**src/rtl/interstage_reg_bank_pkg.sv**
```systemverilog
// Shared definitions for the interstage register bank: default sizes,
// named channel indices and the per-channel operation decode.
package interstage_reg_bank_pkg;

  localparam int WIDTH_DEF    = 8;
  localparam int NUM_REGS_DEF = 4;
  localparam int AGE_BITS_DEF = 3;

  // Named channel slots of the default four-channel bank.
  localparam int CH_IR  = 0;
  localparam int CH_MDR = 1;
  localparam int CH_A   = 2;
  localparam int CH_B   = 3;

  // Operation a channel performs on the next edge.
  typedef enum logic [1:0] {
    CH_OP_HOLD    = 2'd0,
    CH_OP_WRITE   = 2'd1,
    CH_OP_CLEAR   = 2'd2,
    CH_OP_RESTORE = 2'd3
  } ch_op_e;

  // Resolve competing requests: restore beats clear, clear beats write.
  function automatic ch_op_e decode_op(input logic restore,
                                       input logic clear,
                                       input logic write);
    ch_op_e op;
    if (restore) begin
      op = CH_OP_RESTORE;
    end else if (clear) begin
      op = CH_OP_CLEAR;
    end else if (write) begin
      op = CH_OP_WRITE;
    end else begin
      op = CH_OP_HOLD;
    end
    return op;
  endfunction

endpackage

```
**src/rtl/interstage_reg_bank_reg_channel.sv**
```systemverilog
// One channel of the interstage bank: data, valid flag and a saturating
// age counter, with restore > clear > write > hold priority.
module reg_channel
  import interstage_reg_bank_pkg::*;
#(
  parameter int WIDTH    = WIDTH_DEF,
  parameter int AGE_BITS = AGE_BITS_DEF
) (
  input  logic                clk,
  input  logic                resetN,
  input  logic                write_en,
  input  logic                clear_en,
  input  logic                restore_en,
  input  logic [WIDTH-1:0]    write_data,
  input  logic [WIDTH-1:0]    restore_data,
  input  logic                restore_valid,
  output logic [WIDTH-1:0]    data,
  output logic                valid,
  output logic [AGE_BITS-1:0] age
);

  localparam logic [AGE_BITS-1:0] AGE_MAX  = {AGE_BITS{1'b1}};
  localparam logic [AGE_BITS-1:0] AGE_ONE  = AGE_BITS'(1);
  localparam logic [AGE_BITS-1:0] AGE_ZERO = {AGE_BITS{1'b0}};
  localparam logic [WIDTH-1:0]    DATA_ZERO = {WIDTH{1'b0}};

  logic [WIDTH-1:0]    data_r;
  logic                valid_r;
  logic [AGE_BITS-1:0] age_r;

  ch_op_e              op_s;
  logic [WIDTH-1:0]    data_nxt_s;
  logic                valid_nxt_s;
  logic [AGE_BITS-1:0] age_nxt_s;

  // Next-state selection for data, valid and age from the decoded operation.
  always_comb begin
    op_s        = decode_op(restore_en, clear_en, write_en);
    data_nxt_s  = data_r;
    valid_nxt_s = valid_r;
    age_nxt_s   = age_r;
    case (op_s)
      CH_OP_RESTORE: begin
        data_nxt_s  = restore_data;
        valid_nxt_s = restore_valid;
        age_nxt_s   = AGE_ZERO;
      end
      CH_OP_CLEAR: begin
        data_nxt_s  = DATA_ZERO;
        valid_nxt_s = 1'b0;
        age_nxt_s   = AGE_ZERO;
      end
      CH_OP_WRITE: begin
        data_nxt_s  = write_data;
        valid_nxt_s = 1'b1;
        age_nxt_s   = AGE_ZERO;
      end
      CH_OP_HOLD: begin
        // Only valid data ages; the counter sticks at its maximum.
        if (!valid_r) begin
          age_nxt_s = AGE_ZERO;
        end else if (age_r != AGE_MAX) begin
          age_nxt_s = age_r + AGE_ONE;
        end else begin
          age_nxt_s = age_r;
        end
      end
      default: begin
        data_nxt_s  = data_r;
        valid_nxt_s = valid_r;
        age_nxt_s   = age_r;
      end
    endcase
  end

  // Channel state registers with asynchronous clear.
  always_ff @(posedge clk or negedge resetN) begin
    if (!resetN) begin
      data_r  <= DATA_ZERO;
      valid_r <= 1'b0;
      age_r   <= AGE_ZERO;
    end else begin
      data_r  <= data_nxt_s;
      valid_r <= valid_nxt_s;
      age_r   <= age_nxt_s;
    end
  end

  assign data  = data_r;
  assign valid = valid_r;
  assign age   = age_r;

endmodule

```
**src/rtl/interstage_reg_bank.sv**
```systemverilog
// Bank of independent pipeline registers with a single shared shadow copy
// that can be snapshotted and later restored into every channel at once.
module interstage_reg_bank
  import interstage_reg_bank_pkg::*;
#(
  parameter int WIDTH    = WIDTH_DEF,
  parameter int NUM_REGS = NUM_REGS_DEF,
  parameter int AGE_BITS = AGE_BITS_DEF
) (
  input  logic                         clk,
  input  logic                         resetN,
  input  logic [NUM_REGS-1:0]          writeControl,
  input  logic [NUM_REGS*WIDTH-1:0]    inputData,
  input  logic [NUM_REGS-1:0]          clearControl,
  input  logic                         snapshotControl,
  input  logic                         restoreControl,
  output logic [NUM_REGS*WIDTH-1:0]    outputData,
  output logic [NUM_REGS-1:0]          validFlags,
  output logic [NUM_REGS*AGE_BITS-1:0] regAge,
  output logic                         snapshotValid
);

  localparam logic [WIDTH-1:0] DATA_ZERO = {WIDTH{1'b0}};

  logic [WIDTH-1:0]    ch_data_s   [NUM_REGS];
  logic [NUM_REGS-1:0] ch_valid_s;
  logic [WIDTH-1:0]    shadow_data_r [NUM_REGS];
  logic [NUM_REGS-1:0] shadow_valid_r;
  logic                snap_valid_r;
  logic                restore_honoured_s;

  // A restore request only counts while an unconsumed snapshot exists.
  assign restore_honoured_s = restoreControl & snap_valid_r;

  for (genvar i = 0; i < NUM_REGS; i++) begin : g_ch
    reg_channel #(
      .WIDTH    (WIDTH),
      .AGE_BITS (AGE_BITS)
    ) u_ch (
      .clk           (clk),
      .resetN        (resetN),
      .write_en      (writeControl[i]),
      .clear_en      (clearControl[i]),
      .restore_en    (restore_honoured_s),
      .write_data    (inputData[i*WIDTH +: WIDTH]),
      .restore_data  (shadow_data_r[i]),
      .restore_valid (shadow_valid_r[i]),
      .data          (ch_data_s[i]),
      .valid         (ch_valid_s[i]),
      .age           (regAge[i*AGE_BITS +: AGE_BITS])
    );
    assign outputData[i*WIDTH +: WIDTH] = ch_data_s[i];
  end

  assign validFlags = ch_valid_s;

  // Shadow bank: capture pre-edge channel contents on snapshot; an honoured
  // restore consumes the snapshot and suppresses any concurrent capture.
  always_ff @(posedge clk or negedge resetN) begin
    if (!resetN) begin
      for (int i = 0; i < NUM_REGS; i++) begin
        shadow_data_r[i] <= DATA_ZERO;
      end
      shadow_valid_r <= {NUM_REGS{1'b0}};
      snap_valid_r   <= 1'b0;
    end else if (restore_honoured_s) begin
      snap_valid_r <= 1'b0;
    end else if (snapshotControl) begin
      for (int i = 0; i < NUM_REGS; i++) begin
        shadow_data_r[i] <= ch_data_s[i];
      end
      shadow_valid_r <= ch_valid_s;
      snap_valid_r   <= 1'b1;
    end else begin
      snap_valid_r <= snap_valid_r;
    end
  end

  assign snapshotValid = snap_valid_r;

endmodule

```
**config.mk**
```make
export PLATFORM = sky130hd
export DESIGN_NAME = interstage_reg_bank
export DESIGN_NICKNAME = d
export VERILOG_FILES = /design/src/rtl/interstage_reg_bank_pkg.sv /design/src/rtl/interstage_reg_bank_reg_channel.sv /design/src/rtl/interstage_reg_bank.sv
export SDC_FILE = /design/constraint.sdc
export NUM_CORES = 1
export LEC_CHECK = 0
export ABC_AREA = 1
export CAP_MARGIN = 5
export CORE_MARGIN = 2
export CORE_UTILIZATION = 55
export DETAILED_ROUTE_END_ITERATION = 10
export GPL_ROUTABILITY_DRIVEN = 0
export PLACE_DENSITY = 0.89
export RECOVER_POWER = 50
export REMOVE_ABC_BUFFERS = 1
export SLEW_MARGIN = 10
export SYNTH_ARGS = -nofsm -noshare
export SYNTH_HDL_FRONTEND = slang
export SYNTH_SLANG_ARGS = --single-unit
export TNS_END_PERCENT = 30
```
**constraint.sdc**
```tcl
create_clock -name clk -period 3.6 [get_ports clk]
set_input_delay 0.54 -clock clk [delete_from_list [all_inputs] [get_ports clk]]
set_output_delay 0.54 -clock clk [all_outputs]
set_load 0.005 [all_outputs]
```
==> results of run 1 <==
-- worst max-delay path, stage by stage --
cell and delay, ps:
clkdlybuf4s50_1 410, nand2_2 70, buf_4 430, nand2_1 930
nand2_1 280, nand2_1 80
-- sequential cells by signal, summed over array words and instances, names as in the netlist --
signal	flops
g_ch.u_ch.data	32
g_ch.u_ch.age	12
shadow_valid_r	4
snapshotValid	1
g_ch.u_ch.valid	4
shadow_data_r	32
-- through the flow --
step	hold slack [ps]	worst slack, ps	std cells
2_1_floorplan	244	1240	519
3_3_place_gp	454	1070	715
3_5_place_dp	459	963	715
4_1_cts	411	1340	731
5_1_grt	495	887	731
6_report	475	1070	731
-- layout by cell type (no fill, tap or decap), types with 2 or more instances in the layout --
cell	instances
nor2_1	10
clkdlybuf4s50_1	67
nand3_2	11
inv_2	6
buf_4	2
nand2_2	3
nand4_1	6
bufinv_16	2
a21oi_1	7
nand3_1	62
clkbuf_8	10
nand2_1	276
dfrtp_1	85
inv_1	25
clkinv_1	2
ha_1	24
dlygate4sd3_1	23
-- final cells by class --
cell class | instances | area, um2
fill | 588 | 2260
tap | 102 | 128
multi-input combinational | 401 | 1900
clock inverter | 5 | 81.3
timing repair buffer | 94 | 926
sequential | 85 | 2130
inverter | 33 | 124
clock buffer | 11 | 141
-- kinds of logic (layout without fill, tap and decap cells) --
family	after synthesis	after routing
DFF	85	85
buffers and inverters	60	143
AOI/OAI and AO/OA	7	7
adders and majority gates	24	24
and+or+nand+nor	370	370
-- per-layer routing --
| layer | track usage (%) | wire, um | part of all wire (%) | vias up |
|---|---|---|---|---|
| met5 | 0 | 0 | 0 | - |
| met4 | 9.19 | 168 | 1.7 | 0 |
| met3 | 4.35 | 715 | 7.1 | 18 |
| met2 | 39.7 | 4740 | 47 | 145 |
| met1 | 33.2 | 4420 | 44 | 1753 |
| li1 | - | - | - | 1856 |
-- power groups by stage --
stage	Sequential, W	Combinational [W]	Clock, W
CTS	0.00124	0.000658	0.000765
finish	0.00124	0.000641	0.000751
floorplan	0.00124	0.000322	0
global route	0.00126	0.000723	0.000805
detailed placement	0.00126	0.000654	0
global placement	0.00125	0.000633	0
-- how the worst max path moves through the flow --
stage                         startpoint  slack (ps)  cells after the start              endpoint
after floorplan           restoreControl        1240                      7    g_ch[0].u_ch.valid
after global placement    restoreControl        1070                      8    g_ch[2].u_ch.valid
after detailed placement  restoreControl         960                      8  g_ch[0].u_ch.data[5]
after CTS                 restoreControl        1340                      8    g_ch[0].u_ch.valid
after global routing      restoreControl         890                      6     shadow_data_r[14]
final                     restoreControl        1070                      6     shadow_data_r[17]
==> run metrics, run 1 <==
Hold Path Class reg2reg; total I/O pin count 93; cell count after synthesis 546; P_sw 0.000819 W; Num CTS Buffers 9; Worst Hold End shadow_valid_r[3]; largest net degree at the start of global routing 86; post-synthesis sequential area ratio 48.7%; Non-Filler Cell Area, Final 5430 um2; reg2reg start snapshotValid; critical path capture point type flip-flop; die extent in x 93.1 um; largest cells by area after synthesis dfrtp_1 49%, nand2_1 24%, nand3_1 7.1%; synth unique cells 21; crit share post-route between 70% and 80%; switching part of the total about 31%; count leader, synth nand2_1; unrepaired setup endpoints after global routing false; share of layout cells above drive strength 1 between 6 and 7%; VDD IR max between 0.0002 and 0.00025 V; drt pass-1 iters 5; setup violators final 0; clock buffer depth 2; EDFF count, synth 0; Crit Path Class in2reg; post-synth top area share 48.7%; violated checks capacitance limit, slew limit; vias in the first global route roughly 3700; Post-Syn Area around 4400 um2; Core Util, Final 70.6%; part of the power in combinational logic 24.4%; part of the power in registers a little under half; largest family of logic cells by synthesized area simple AND/OR/NAND/NOR gates; placed cell areas 5210 um2; gr usage total about 25%; Core ar. just under 8000 um2; worst-path fanout max 38; post-CTS setup buffers 0; total gr overflow 0; startpoint types input pin; area grow syn2layout 24.3%; Worst EP required about 3800 ps; worst skew pair latency roughly 340 ps; routed wire length between 10 and 15 mm; mux cell area share after synthesis 0%; pwr/cell area just under 500 nW/um2; cts repair resizes 0; antenna diode count 0; slew at the pin closest to its max-slew limit 2050 ps; Post-Synth Adder-Cell Area about 6.9%; cts hold-fix bufs 0; Synth async-reset ratio between 90% and 100%; FF+latch count, synth 85; cell taking the most area after synthesis dfrtp_1; Internal roughly 0.0018 W; nets about 700; Clock Pin Slew Worst Setup and Hold Paths 90 ps; Initial DRC Count between 150 and 200; Worst R2R Setup Slack between 1000 and 1500 ps; Yosys warnings 0; first-pass GRT wire length roughly 17 mm; Max Fclk a little under 400 MHz; top cells by count, synth 275 x nand2_1, 85 x dfrtp_1, 62 x nand3_1, 25 x inv_1, 24 x ha_1; routed length per placed instance about 14 um; initial core utilization between 50% and 60%; via density per instance around 5.2; initial antenna violation count 0; Clk network pwr share approximately 28%; r2r worst-path depth 5; die area between 8000 and 9000 um2; number of core rows 32; Mapped Avg Cell Area approximately 8 um2; min cycle time layout around 2500 ps; Rel. slew slack -36.7%; leakage power 3.01 nW; setup TNS 0 ps; Final Hold Viols 0; fin. max-slew vios 86; CTS tree yes; hold path depth 2; input/output buffers 92; post-layout total power between 0.002 and 0.003 W; crit path DAT 2760 ps; vias between 3000 and 4000; Clk Tree Root Cell clkbuf_8; post-synthesis compound-gate area fraction less than 1%; max cap viols 1; drt drc 0; Final ANT Viol Nets 0; post-synthesis xor/xnor area fraction 0%; reg2reg end shadow_data_r[17]; chip height roughly 93 um; fraction of the mapped netlist area in simple logic gates between 30 and 40%; Final Skew 8.52 ps; H-tree level count 3; Clock Sinks between 80 and 90; hold path start shadow_valid_r[3]; Synth Flop Type dfrtp_1; status finished with violations; hpwl dp ~6.7 mm
No activity file was read; power rests on OpenSTA's default activity.
==> run 2, diff against run 1 <==
--- a/config.mk
+++ b/config.mk
@@ -8,10 +8,10 @@
 export ABC_AREA = 1
 export CAP_MARGIN = 5
 export CORE_MARGIN = 2
-export CORE_UTILIZATION = 55
+export CORE_UTILIZATION = 46
 export DETAILED_ROUTE_END_ITERATION = 10
 export GPL_ROUTABILITY_DRIVEN = 0
-export PLACE_DENSITY = 0.89
+export PLACE_DENSITY = 0.8
 export RECOVER_POWER = 50
 export REMOVE_ABC_BUFFERS = 1
 export SLEW_MARGIN = 10
==> constraint.sdc (replaced) <==
create_clock -name clk -period 2.3 [get_ports clk]
set_input_delay 0.345 -clock clk [delete_from_list [all_inputs] [get_ports clk]]
set_output_delay 0.345 -clock clk [all_outputs]
set_load 0.005 [all_outputs]
==> run metrics, run 2 (same netlist as run 1, synthesis figures left out) <==
Clk Tree Root Cell clkbuf_8 (unchanged); Clock Sinks 85 (unchanged); commonest non-fill, non-tap cell in the layout nand2_1 (unchanged); initial antenna violation count 0 (unchanged); CP max-delay cell ha_1 (was nand2_1); commonest non-fill, non-tap cells in the layout 275 x nand2_1, 85 x dfrtp_1, 66 x clkdlybuf4s50_1, 62 x nand3_1 (was 276 x nand2_1, 85 x dfrtp_1, 67 x clkdlybuf4s50_1, 62 x nand3_1, 25 x inv_1); total I/O pin count 93 (unchanged); crit share post-route between 80% and 90%; first-pass GRT wire length 17.6 mm (was 17.0 mm); unrepaired setup endpoints after global routing false (unchanged); total gr overflow 0 (unchanged); VDD IR max 0.000444 V (was 0.000246 V); Cells after DPL 750 (was 715); Initial DRC Count 168 (was 196); Hold Path Class reg2reg (unchanged); antenna diode count 0 (unchanged); Final Skew 9.57 ps (was 8.52 ps); post-layout total power 0.00404 W (was 0.00263 W); largest net degree at the start of global routing 46 (was 86); CTS tree yes (unchanged); Fillers 814 (was 588); input/output buffers 92 (unchanged); clock buffer depth 2 (unchanged); crit path DAT 2300 ps (was 2760 ps); initial core utilization 47.2% (was 56.8%); critical path capture point type flip-flop (unchanged); slew at the pin closest to its max-slew limit 1030 ps (was 2050 ps); gr usage total 21.5% (was 24.5%); Final ANT Viol Nets 0 (unchanged); drt drc 0 (unchanged); worst skew pair latency 350 ps (was 340 ps); startpoint types flip-flop (was input pin); pwr/cell area 733 nW/um2 (was 485 nW/um2); Worst EP required 2550 ps (was 3840 ps); number of core rows 35 (was 32); H-tree level count 3 (unchanged); area grow syn2layout 26.3% (was 24.3%); vias in the first global route 3916 (was 3712); Cell Count, Final, Fillers Out 767 (was 731); fin. max-slew vios 0 (was 86); status finished clean (was finished with violations); Num CTS Buffers 9 (unchanged); CP max stage delay 520 ps (was 930 ps); drt pass-1 iters 4 (was 5); nets 701 (was 692); Final Hold Viols 0 (unchanged); via density per instance 4.99 (was 5.16); routed wire length 10.2 mm (was 10.0 mm); max cap viols 0 (was 1); chip height 101 um (was 93.1 um); routed length per placed instance 13.4 um (was 13.7 um); CP dominant cell by count nand2_1 (unchanged); Crit Path Class reg2reg (was in2reg); post-CTS setup buffers 0 (unchanged); Max Fclk slightly below 500 MHz; Core ar. 9240 um2 (was 7690 um2); hpwl dp 7.10 mm (was 6.74 mm); Rel. slew slack 31.4% (was -36.7%); die area 10300 um2 (was 8660 um2); leakage power 3.04 nW (was 3.01 nW); worst-path fanout max 10 (was 38); share of layout cells above drive strength 1 7.68% (was 6.20%); worst-path cell chain nand2_2 -> inv_1 -> nor2_1 -> ha_1 -> inv_2 -> nand2_1 -> nand2_1 -> nand2_1 -> nand2_1 (was clkdlybuf4s50_1 -> nand2_2 -> buf_4 -> nand2_1 -> nand2_1 -> nand2_1); Clock Pin Slew Worst Setup and Hold Paths 90 ps (about the same); setup violators final 0 (unchanged); min cycle time layout 2060 ps; vias 3825 (was 3772); die extent in x 101 um (was 93.1 um)
-- run 2: per-layer routing --
metal	part of all wire, %	global-route usage (%)
met1	45	28.3
met2	47	35.8
met3	6.3	4.42
met4	1.6	6.96
met5	0	0
-- run 2: repair_timing --
item | in CTS | in global routing
gates resized for setup | 0 | 0
hold buffers | 1 | 0
setup endpoints to repair | 0 | 0
endpoints found under the hold margin | 40 | 0
-- run 2: final cells by class --
type / count / area (um2) / area share [%]
well taps: 129 / 161 / 2.93
clock buffers: 10 / 138 / 2.50
multi-input cells: 401 / 1910 / 34.6
inverters: 33 / 124 / 2.25
flip-flops and latches: 85 / 2130 / 38.6
repair buffers: 103 / 996 / 18.1
clock inverters: 6 / 62.6 / 1.13
-- run 2: per-stage QoR --
step / cell area (um2) / setup WS [ps] / setup TNS (ps) / hold WS (ps) / utilization, %
after floorplan: 4160 / 66.9 / 0 / 49.4 / -
after global placement: 5320 / -37.6 / -437 / 366 / 57.6
after detailed placement: 5320 / -93.1 / -1130 / 369 / 57.6
after CTS: 5530 / 263 / 0 / 472 / 59.8
after global routing: 5510 / 34.0 / 0 / 490 / 59.7
final: 5510 / 245 / 0 / 479 / 59.7
-- run 2: final timing paths --
| path | depth (start not counted) | endpoint | from | slack, ps |
|---|---|---|---|---|
| min in group asynchronous | 2 | g_ch[1].u_ch.age[1] | resetN | 700 |
| max reg2reg | 9 | g_ch[1].u_ch.data[2] | snapshotValid | 240 |
| min reg2reg | 2 | shadow_data_r[3] | shadow_data_r[3] | 480 |
| min | 2 | shadow_data_r[3] | shadow_data_r[3] | 480 |
| max in group asynchronous | 3 | g_ch[0].u_ch.data[3] | resetN | 340 |
| max | 9 | g_ch[1].u_ch.data[2] | snapshotValid | 240 |
-- run 2: power breakdown --
part / switching (W) / internal, W
logic: 0.000546 / 0.000473
registers: 0.000207 / 0.00174
clock network: 0.000547 / 0.000528
-- run 2: critical path: cells and delay by family (launching register included) --
family        cells  cell delay (ps)
fa+ha+maj         1              520
simple gates      6              510
flops             1              470
buf+inv           2              440
==> run 3, diff against run 2 <==
--- a/config.mk
+++ b/config.mk
@@ -5,7 +5,6 @@
 export SDC_FILE = /design/constraint.sdc
 export NUM_CORES = 1
 export LEC_CHECK = 0
-export ABC_AREA = 1
 export CAP_MARGIN = 5
 export CORE_MARGIN = 2
 export CORE_UTILIZATION = 46
==> run metrics, run 3 <==
slew at the pin closest to its max-slew limit 1170 ps (was 1030 ps); nets 532 (was 701); startpoint types input pin (was flip-flop); drt drc 0 (unchanged); P_sw 0.00133 W (was 0.00130 W); worst skew pair latency 350 ps (about the same); vias 3073 (was 3825); Core ar. 9150 um2 (was 9240 um2); worst-path fanout max 16 (was 10); die area 10100 um2 (was 10300 um2); Mapped Avg Cell Area 11.7 um2 (was 7.99 um2); VDD IR max 0.000441 V (was 0.000444 V); Rel. slew slack 22.0% (was 31.4%); part of the power in combinational logic 30.2% (was 25.2%); commonest non-fill, non-tap cell in the layout clkdlybuf4s50_1 (was nand2_1); synth unique cells 24 (was 21); Final ANT Viol Nets 0 (unchanged); leakage power 2.49 nW (was 3.04 nW); largest cells by area after synthesis dfrtp_1 50%, mux2_4 11%, ha_1 7.0% (was dfrtp_1 49%, nand2_1 24%, nand3_1 7.1%); Post-Syn Area 4290 um2 (was 4360 um2); final setup margin 237 ps (was 245 ps); Final Skew 5.51 ps (was 9.57 ps); initial core utilization 46.8% (was 47.2%); area grow syn2layout 28.1% (was 26.3%); number of core rows 35 (unchanged); critical path capture point type flip-flop (unchanged); share of layout cells above drive strength 1 12.0% (was 7.68%); status finished clean (unchanged); Fillers 764 (was 814); post-layout total power 0.00476 W (was 0.00404 W); hpwl dp 6.26 mm (was 7.10 mm); cts hold-fix bufs 0 (was 1); total I/O pin count 93 (unchanged); crit share post-route 89.7% (was 89.4%); FF+latch count, synth 85 (unchanged); switching part of the total 28.0% (was 32.2%); EDFF count, synth 0 (unchanged); Initial DRC Count 60 (was 168); drt pass-1 iters 4 (unchanged); Crit Path Class in2reg (was reg2reg); first-pass GRT wire length 14.7 mm (was 17.6 mm); Clk Tree Root Cell clkbuf_8 (unchanged); Clk network pwr share 24.2% (was 26.6%); top cells by count, synth 85 x dfrtp_1, 40 x inv_1, 32 x a21oi_1, 32 x a311oi_1, 32 x nor2b_1 (was 275 x nand2_1, 85 x dfrtp_1, 62 x nand3_1, 25 x inv_1, 24 x ha_1); routed wire length 8.88 mm (was 10.2 mm); via density per instance 5.31 (was 4.99); crit path DAT 2300 ps (about the same); pwr/cell area 867 nW/um2 (was 733 nW/um2); gr usage total 18.5% (was 21.5%); largest net degree at the start of global routing 46 (unchanged); Synth async-reset ratio 100% (unchanged); Worst EP required 2530 ps (was 2550 ps); cell count after synthesis 366 (was 546); die extent in x 101 um (about the same); Max Fclk 485 MHz (was 487 MHz); Clock Pin Slew Worst Setup and Hold Paths 80 ps (was 90 ps); setup slack at placement -65.4 ps (was -93.1 ps); max cap viols 0 (unchanged); antenna diode count 0 (unchanged); clock buffer depth 2 (unchanged); vias in the first global route 3156 (was 3916); total gr overflow 0 (unchanged); Synth Flop Type dfrtp_1 (unchanged); Internal 0.00343 W (was 0.00274 W); min cycle time layout 2060 ps (about the same); post-synth top area share 49.6% (was 48.7%); Hold Path Class in2async (was reg2reg); Num CTS Buffers 9 (unchanged); input/output buffers 92 (unchanged); part of the power in registers 45.6% (was 48.2%); Clock Sinks 85 (unchanged); post-CTS setup buffers 0 (unchanged); setup violators final 0 (unchanged); chip height 101 um (about the same); Final Hold Viols 0 (unchanged); post-synthesis sequential area ratio 49.6% (was 48.7%); cts repair resizes 0 (unchanged); Yosys warnings 0 (unchanged); initial antenna violation count 0 (unchanged); count leader, synth dfrtp_1 (was nand2_1); fin. max-slew vios 0 (unchanged); routed length per placed instance 15.3 um (was 13.4 um); unrepaired setup endpoints after global routing false (unchanged); CTS tree yes (unchanged); H-tree level count 3 (unchanged); commonest non-fill, non-tap cells in the layout 90 x clkdlybuf4s50_1, 85 x dfrtp_1, 40 x inv_1 (was 275 x nand2_1, 85 x dfrtp_1, 66 x clkdlybuf4s50_1, 62 x nand3_1); cell taking the most area after synthesis dfrtp_1 (unchanged)
==> run 3: cell families after synthesis <==
| family | after synthesis | share of synthesized area, % |
|---|---|---|
| AND/OR/NAND/NOR | 69 | 8.87 |
| multiplexers | 44 | 14.0 |
| adder cells (fa/ha/maj) | 24 | 7.01 |
| flip-flops | 85 | 49.6 |
| buffers and inverters | 64 | 7.71 |
| AO/OA/AOI/OAI | 80 | 12.8 |
==> run 3: area by class of cell <==
class	count	area (um2)	area share (%)
clock buffer	11	141	2.58
clock inverter	4	72.6	1.32
inverter	40	150	2.73
multi-input combinational	217	1770	32.2
sequential	85	2130	38.7
tap	111	139	2.53
timing repair buffer	111	1090	19.8
==> run 3: worst paths after layout <==
path                              startpoint                   end  slack (ps)  cells past startpoint
max in group asynchronous             resetN     shadow_data_r[19]        1290                      2
min                                   resetN     shadow_data_r[15]         210                      1
min in group clk           shadow_data_r[17]     shadow_data_r[17]         490                      1
max reg2reg                    snapshotValid  g_ch[3].u_ch.data[0]         370                      6
max                           restoreControl  g_ch[3].u_ch.data[0]         240                      7
min reg2reg                shadow_data_r[17]     shadow_data_r[17]         490                      1
==> run 3: routing by layer <==
metal  part of all wire, %  GRT usage [%]  up-vias
li1                      -              -     1462
met3                   4.3           3.61       14
met4                   1.9           7.48        0
met5                     0              0        -
met2                    48           29.6       84
met1                    46           24.7     1513
==> run 3: worst max-delay path, cell delays in order <==
cell,delay [ps]
dlygate4sd3_1,560
and2_2,230
nor2_1,150
ha_1,450
buf_4,240
a311oi_1,250
a21oi_1,70
==> run 3: stage by stage <==
step | instance area (um2) | util (%) | hold WS, ps | std cells | setup TNS, ps
floorplan | 4110 | - | 49.4 | 342 | 0
global placement | 5360 | 58.5 | 386 | 564 | 0
detailed placement | 5360 | 58.5 | 391 | 564 | -353
CTS | 5570 | 60.9 | 3.17 | 579 | 0
global route | 5490 | 60.0 | 318 | 579 | 0
finish | 5490 | 60.0 | 214 | 579 | 0
==> run 3: power groups by stage <==
stage | clock (W) | combinational [W] | sequential [W]
floorplan | 0 | 0.000844 | 0.00215
global placement | 0 | 0.00149 | 0.00218
detailed placement | 0 | 0.00154 | 0.00220
CTS | 0.00118 | 0.00155 | 0.00218
global route | 0.00124 | 0.00158 | 0.00223
finish | 0.00115 | 0.00144 | 0.00217
